==> src/rtl/seq_detect.sv <==
// Purpose : serial bit-pattern detector with a Mealy match flag and a saturating match counter.
// Latency : qout is combinational from din (zero cycles); match_cnt updates on the next clk edge.
// Backpressure: none; din_valid qualifies each bit and idle cycles simply hold the history.
//
// Ports:
//   clk        - single clock, rising edge
//   rst        - asynchronous active-low reset
//   din        - serial data bit
//   din_valid  - din is sampled this cycle
//   cfg_load   - latch cfg_pat/cfg_ovl and restart detection (overrides din this cycle)
//   cfg_pat    - pattern, MSB is the first bit received
//   cfg_ovl    - 1 = overlapping detection, 0 = non-overlapping
//   cnt_clr    - synchronous clear of match_cnt
//   qout       - match flag, combinational from din
//   match_cnt  - registered saturating match count
module seq_detect #(
    parameter int PAT_W = 4,
    parameter int CNT_W = 8
) (
    input  logic             clk,
    input  logic             rst,
    input  logic             din,
    input  logic             din_valid,
    input  logic             cfg_load,
    input  logic [PAT_W-1:0] cfg_pat,
    input  logic             cfg_ovl,
    input  logic             cnt_clr,
    output logic             qout,
    output logic [CNT_W-1:0] match_cnt
);

    // fill never exceeds PAT_W-1, which always fits in clog2(PAT_W) bits for PAT_W >= 2
    localparam int                 FILL_W   = (PAT_W > 2) ? $clog2(PAT_W) : 1;
    localparam logic [FILL_W-1:0]  FILL_MAX = FILL_W'(PAT_W - 1);
    localparam logic [CNT_W-1:0]   CNT_MAX  = {CNT_W{1'b1}};

    logic [PAT_W-1:0]  pat_q, pat_d;
    logic              ovl_q, ovl_d;
    logic [PAT_W-2:0]  hist_q, hist_d;
    logic [FILL_W-1:0] fill_q, fill_d;
    logic [CNT_W-1:0]  cnt_q, cnt_d;

    logic              accept;
    logic [PAT_W-1:0]  window;

    // The candidate window is the stored history with the live bit appended as newest.
    assign accept = din_valid && !cfg_load;
    assign window = {hist_q, din};

    always_comb begin
        qout = 1'b0;
        if (accept && (fill_q == FILL_MAX) && (window == pat_q)) begin
            qout = 1'b1;
        end
    end

    // History / configuration next state
    always_comb begin
        pat_d  = pat_q;
        ovl_d  = ovl_q;
        hist_d = hist_q;
        fill_d = fill_q;

        if (cfg_load) begin
            pat_d  = cfg_pat;
            ovl_d  = cfg_ovl;
            fill_d = '0;
        end else if (accept) begin
            if (qout && !ovl_q) begin
                // Non-overlapping: the matched bits are consumed, restart from empty.
                fill_d = '0;
            end else begin
                hist_d = window[PAT_W-2:0];
                if (fill_q != FILL_MAX) begin
                    fill_d = fill_q + 1'b1;
                end
            end
        end
    end

    // Counter next state: a clear coinciding with a match leaves the new match counted.
    always_comb begin
        cnt_d = cnt_q;
        if (cnt_clr) begin
            cnt_d = qout ? CNT_W'(1) : '0;
        end else if (qout && (cnt_q != CNT_MAX)) begin
            cnt_d = cnt_q + 1'b1;
        end
    end

    always_ff @(posedge clk or negedge rst) begin
        if (!rst) begin
            pat_q  <= '0;
            ovl_q  <= 1'b1;
            hist_q <= '0;
            fill_q <= '0;
            cnt_q  <= '0;
        end else begin
            pat_q  <= pat_d;
            ovl_q  <= ovl_d;
            hist_q <= hist_d;
            fill_q <= fill_d;
            cnt_q  <= cnt_d;
        end
    end

    assign match_cnt = cnt_q;

endmodule

==> config.mk <==
export PLATFORM = sky130hd
export DESIGN_NAME = seq_detect
export DESIGN_NICKNAME = d
export VERILOG_FILES = /design/src/rtl/seq_detect.sv
export SDC_FILE = /design/constraint.sdc
export NUM_CORES = 1
export LEC_CHECK = 0
export BUFFER_PORTS_ARGS = -buffer_cell sky130_fd_sc_hd__buf_2
export CELL_PAD_IN_SITES_DETAIL_PLACEMENT = 1
export CELL_PAD_IN_SITES_GLOBAL_PLACEMENT = 1
export CORE_AREA = 2 2 53 55
export CTS_CLUSTER_SIZE = 8
export DETAILED_ROUTE_END_ITERATION = 8
export DIE_AREA = 0 0 55 57
export PLACE_DENSITY_LB_ADDON = 0.08
export SLEW_MARGIN = 20
export SYNTH_ARGS = -nofsm -noshare
export SYNTH_HDL_FRONTEND = slang
export SYNTH_SLANG_ARGS = --single-unit
export TNS_END_PERCENT = 1
==> constraint.sdc <==
create_clock -name clk -period 2.45 [get_ports clk]
set_clock_uncertainty 0.15 [all_clocks]
set_input_delay 0.3675 -clock clk [delete_from_list [all_inputs] [get_ports clk]]
set_output_delay 0.3675 -clock clk [all_outputs]
set_load 0.005 [all_outputs]
==> flow_summary.yaml <==
worst_setup_path:
  critical_path.endpoint_type: "output port"
  reg2reg_slack_ns: 0.53
  worstPathMaxFanout: 3
  r2r_start: "pat_q[2]"
  crit_start: "fill_q[0]"
  worstPathArrival_ns: 1.49
  path_class: "reg -> out"
  cp-start-kind: "register"
  ff2ff_path_depth: 5
  rr_endpoint: "match_cnt[4]"
  critPathRequiredTime_ns: 1.93
synthesis:
  synth_largest_area_cell: "dfrtp_1"
  synth_fa_ha_area_share_pct: 2.587
  synth_area_sq_um: 967.2
  ys_seq_elements: 18
  async_reset_ff_share_pct: 100.0
  synth_ff_type: "dfrtp_1"
  synth_edf_count: 0
  synth_compound_area_share_pct: 11.00
  avgSynthCellArea_sq_um: 10.51
  netlist_top_cells_count: "dfrtp_1, mux2_2, nand2_1"
  yosysTopAreaCellShare_pct: 43.98
  synth.area.top_cells: "dfrtp_1, mux2_2, xnor2_1"
  ys_types: 33
  synthXorXnorAreaFrac_pct: 3.622
  synthCells: 92
  yosysWarnings: 0
  synth_fp_nets: 105
  synth_top_family_by_area: "simple AND/OR/NAND/NOR gates"
  synth.most_common_cell: "dfrtp_1"
  synth_simple_gate_area_share_pct: 19.02
  synth_mux_area_share_pct: 13.71
  seq_area_frac_synth_pct: 46.70
pwr:
  pwr-share-comb_pct: 15.2
  seq_power_share_pct: 54.4
  power_per_cell_area_nw_per_um2: 546.8
  p_leak_nw: 0.5123
  internal_power_w: 0.0004613
  clkPwrFrac_pct: 30.4
  vdd_drop_max_uv: 368.9
  switchingPower_w: 0.0001626
  swShare_pct: 26.06
clock_network:
  post_cts_buffers: 0
  clockBufferDepth: 2
  root_buffer: "clkbuf_4"
  htreeDepth: 1
  path_clk_slew_ns: 0.11
  tritoncts: "built"
  cts_resized: 0
  worst_skew_pair.late_latency_ns: 0.30
  clkSinkCount: 18
  cts_inserted_buffers: 3
final_layout:
  nets: 128
  areaGrowthSynthToFinish_pct: 17.98
  layout-drive-gt1-share_pct: 33.33
  diodes: 0
  finalCoreUtilization_pct: 43.64
  final_area_sq_um: 1141
floorplan:
  initial_core_util_pct: 36.99
  row_count: 19
  fp.dieArea_sq_um: 3135
  ios: 20
  fp.coreArea_sq_um: 2615
  die_w_um: 55
  dieHeight_um: 57
sta:
  hold_viol: 0
  maxSlewViolCount: 0
  grt_setup_unrepaired: "false"
  setup_viol: 0
  finalCritPeriodShare_pct: 81.89
  setup_tns_ns: 0
  worst_pin_slew_ns: 0.4239
  slew_headroom_pct: 71.74
  clock.fmax_mhz: 498.4
  fin_crit_ns: 2.006
place:
  dp_hpwl_mm: 1.657
  io_buffers: 19
  gp_congestion: 0.7260
  place_area_sq_um: 1095
hold_path:
  worstHoldStart: "cfg_pat[0]"
  hold_path_end: "pat_q[0]"
  hold_class: "in -> reg"
  hold_path_depth: 2
run_status:
  outcome: "finished clean"
global_route:
  grt_max_degree: 19
  grt_use_met1_pct: 19.46
  global_route.usage.met2_pct: 28.57
  grt_use_total_pct: 16.31
  grt_pass1_wl_mm: 3.732
  overflow: 0
  grt_busiest_layer: "met2"
  antenna_found_initial: 0
  use_met3_pct: 2.356
  grt_pass1_vias: 834
detailed_routing:
  drc: 0
  first_pass_iters: 3
  wl_per_cell_um: 15.27
  drtIter0Drc: 2
  routed_wl_mm: 2.214
  via_per_inst: 5.510
  drtAntennaViolNets: 0
  vias: 799
run:
  drv_cap: 0
-- worst max path at each step --
stage / slack (ns) / cells after the start / end
3_3_place_gp: 0.59 / 6 / match_cnt[4]
5_1_grt: 0.34 / 5 / qout
4_1_cts: 0.41 / 5 / qout
6_report: 0.44 / 5 / qout
3_5_place_dp: 0.53 / 6 / match_cnt[4]
2_1_floorplan: 0.72 / 5 / match_cnt[4]
-- registers in the layout (all words and copies together) (netlist names) --
name and flops:
fill_q 2, hist_q 3, match_cnt 8, ovl_q 1, pat_q 4
-- power by group through the flow --
stage               registers, W  logic (W)  clock network, W
floorplan               0.000341  0.0000656                 0
global placement        0.000344  0.0000913                 0
detailed placement      0.000345  0.0000952                 0
CTS                     0.000339  0.0000967          0.000196
global route            0.000344   0.000106          0.000206
finish                  0.000340  0.0000948          0.000190
-- metal layers --
metal | vias up | part of all wire, % | wire, um
met3 | 2 | 3.4 | 75
met5 | - | 0 | 0
met1 | 397 | 43 | 949
li1 | 385 | - | -
met2 | 15 | 53 | 1171
met4 | 0 | 0.86 | 19
-- layout make-up --
type,count,area (sq um)
repair buffers,21,112.6
well taps,31,38.79
inverters,5,18.77
fillers,316,1474
flip-flops and latches,18,451.7
multi-input cells,66,483.0
clock buffers,4,36.28
-- worst max-delay path, cell delays in order, from the launching register on --
cell and delay [ns]:
dfrtp_1 0.41, ha_1 0.24, and3b_1 0.21, nand2_1 0.13
inv_1 0.07, buf_2 0.12
-- cell families after synthesis --
group           after synthesis
simple gates                 34
xor+xnor                      4
fa+ha+maj                     2
flops                        18
compound gates               14
buf+inv                       8
mux                          12
-- placed cells by master (no fill, tap or decap), types with 2 or more instances in the layout --
| cell type | netlist | layout |
|---|---|---|
| o41ai_1 | 2 | 2 |
| nand2_1 | 6 | 6 |
| nor2_1 | 5 | 5 |
| nand3_1 | 4 | 4 |
| buf_2 | 2 | 19 |
| nor3_1 | 3 | 3 |
| nor2b_1 | 4 | 4 |
| a21oi_1 | 3 | 3 |
| xnor2_1 | 4 | 4 |
| ha_1 | 2 | 2 |
| and3_1 | 2 | 2 |
| nand4_1 | 2 | 2 |
| inv_1 | 5 | 5 |
| nor4_1 | 2 | 2 |
| dfrtp_1 | 17 | 17 |
| mux2_2 | 10 | 10 |
| mux2i_1 | 2 | 2 |
| nand2b_1 | 2 | 2 |
| clkbuf_4 | 0 | 3 |
-- metrics by stage --
stage               setup slack (ns)  cells  total power [W]  hold WS, ns
finish                        0.4437    145        0.0006240       0.1394
global route                  0.3416    145        0.0006558       0.1430
CTS                           0.4084    145        0.0006320       0.1308
detailed placement            0.5329    140        0.0004406       0.1763
global placement              0.5867    140        0.0004354       0.1775
floorplan                     0.7213     92        0.0004064     -0.07809
-- repair_timing --
item | CTS | global route
hold buffers | 1 | 0
endpoints found under the setup margin | 0 | 0
endpoints found under the hold margin | 17 | 0
Power figures use the tool's default switching activity.
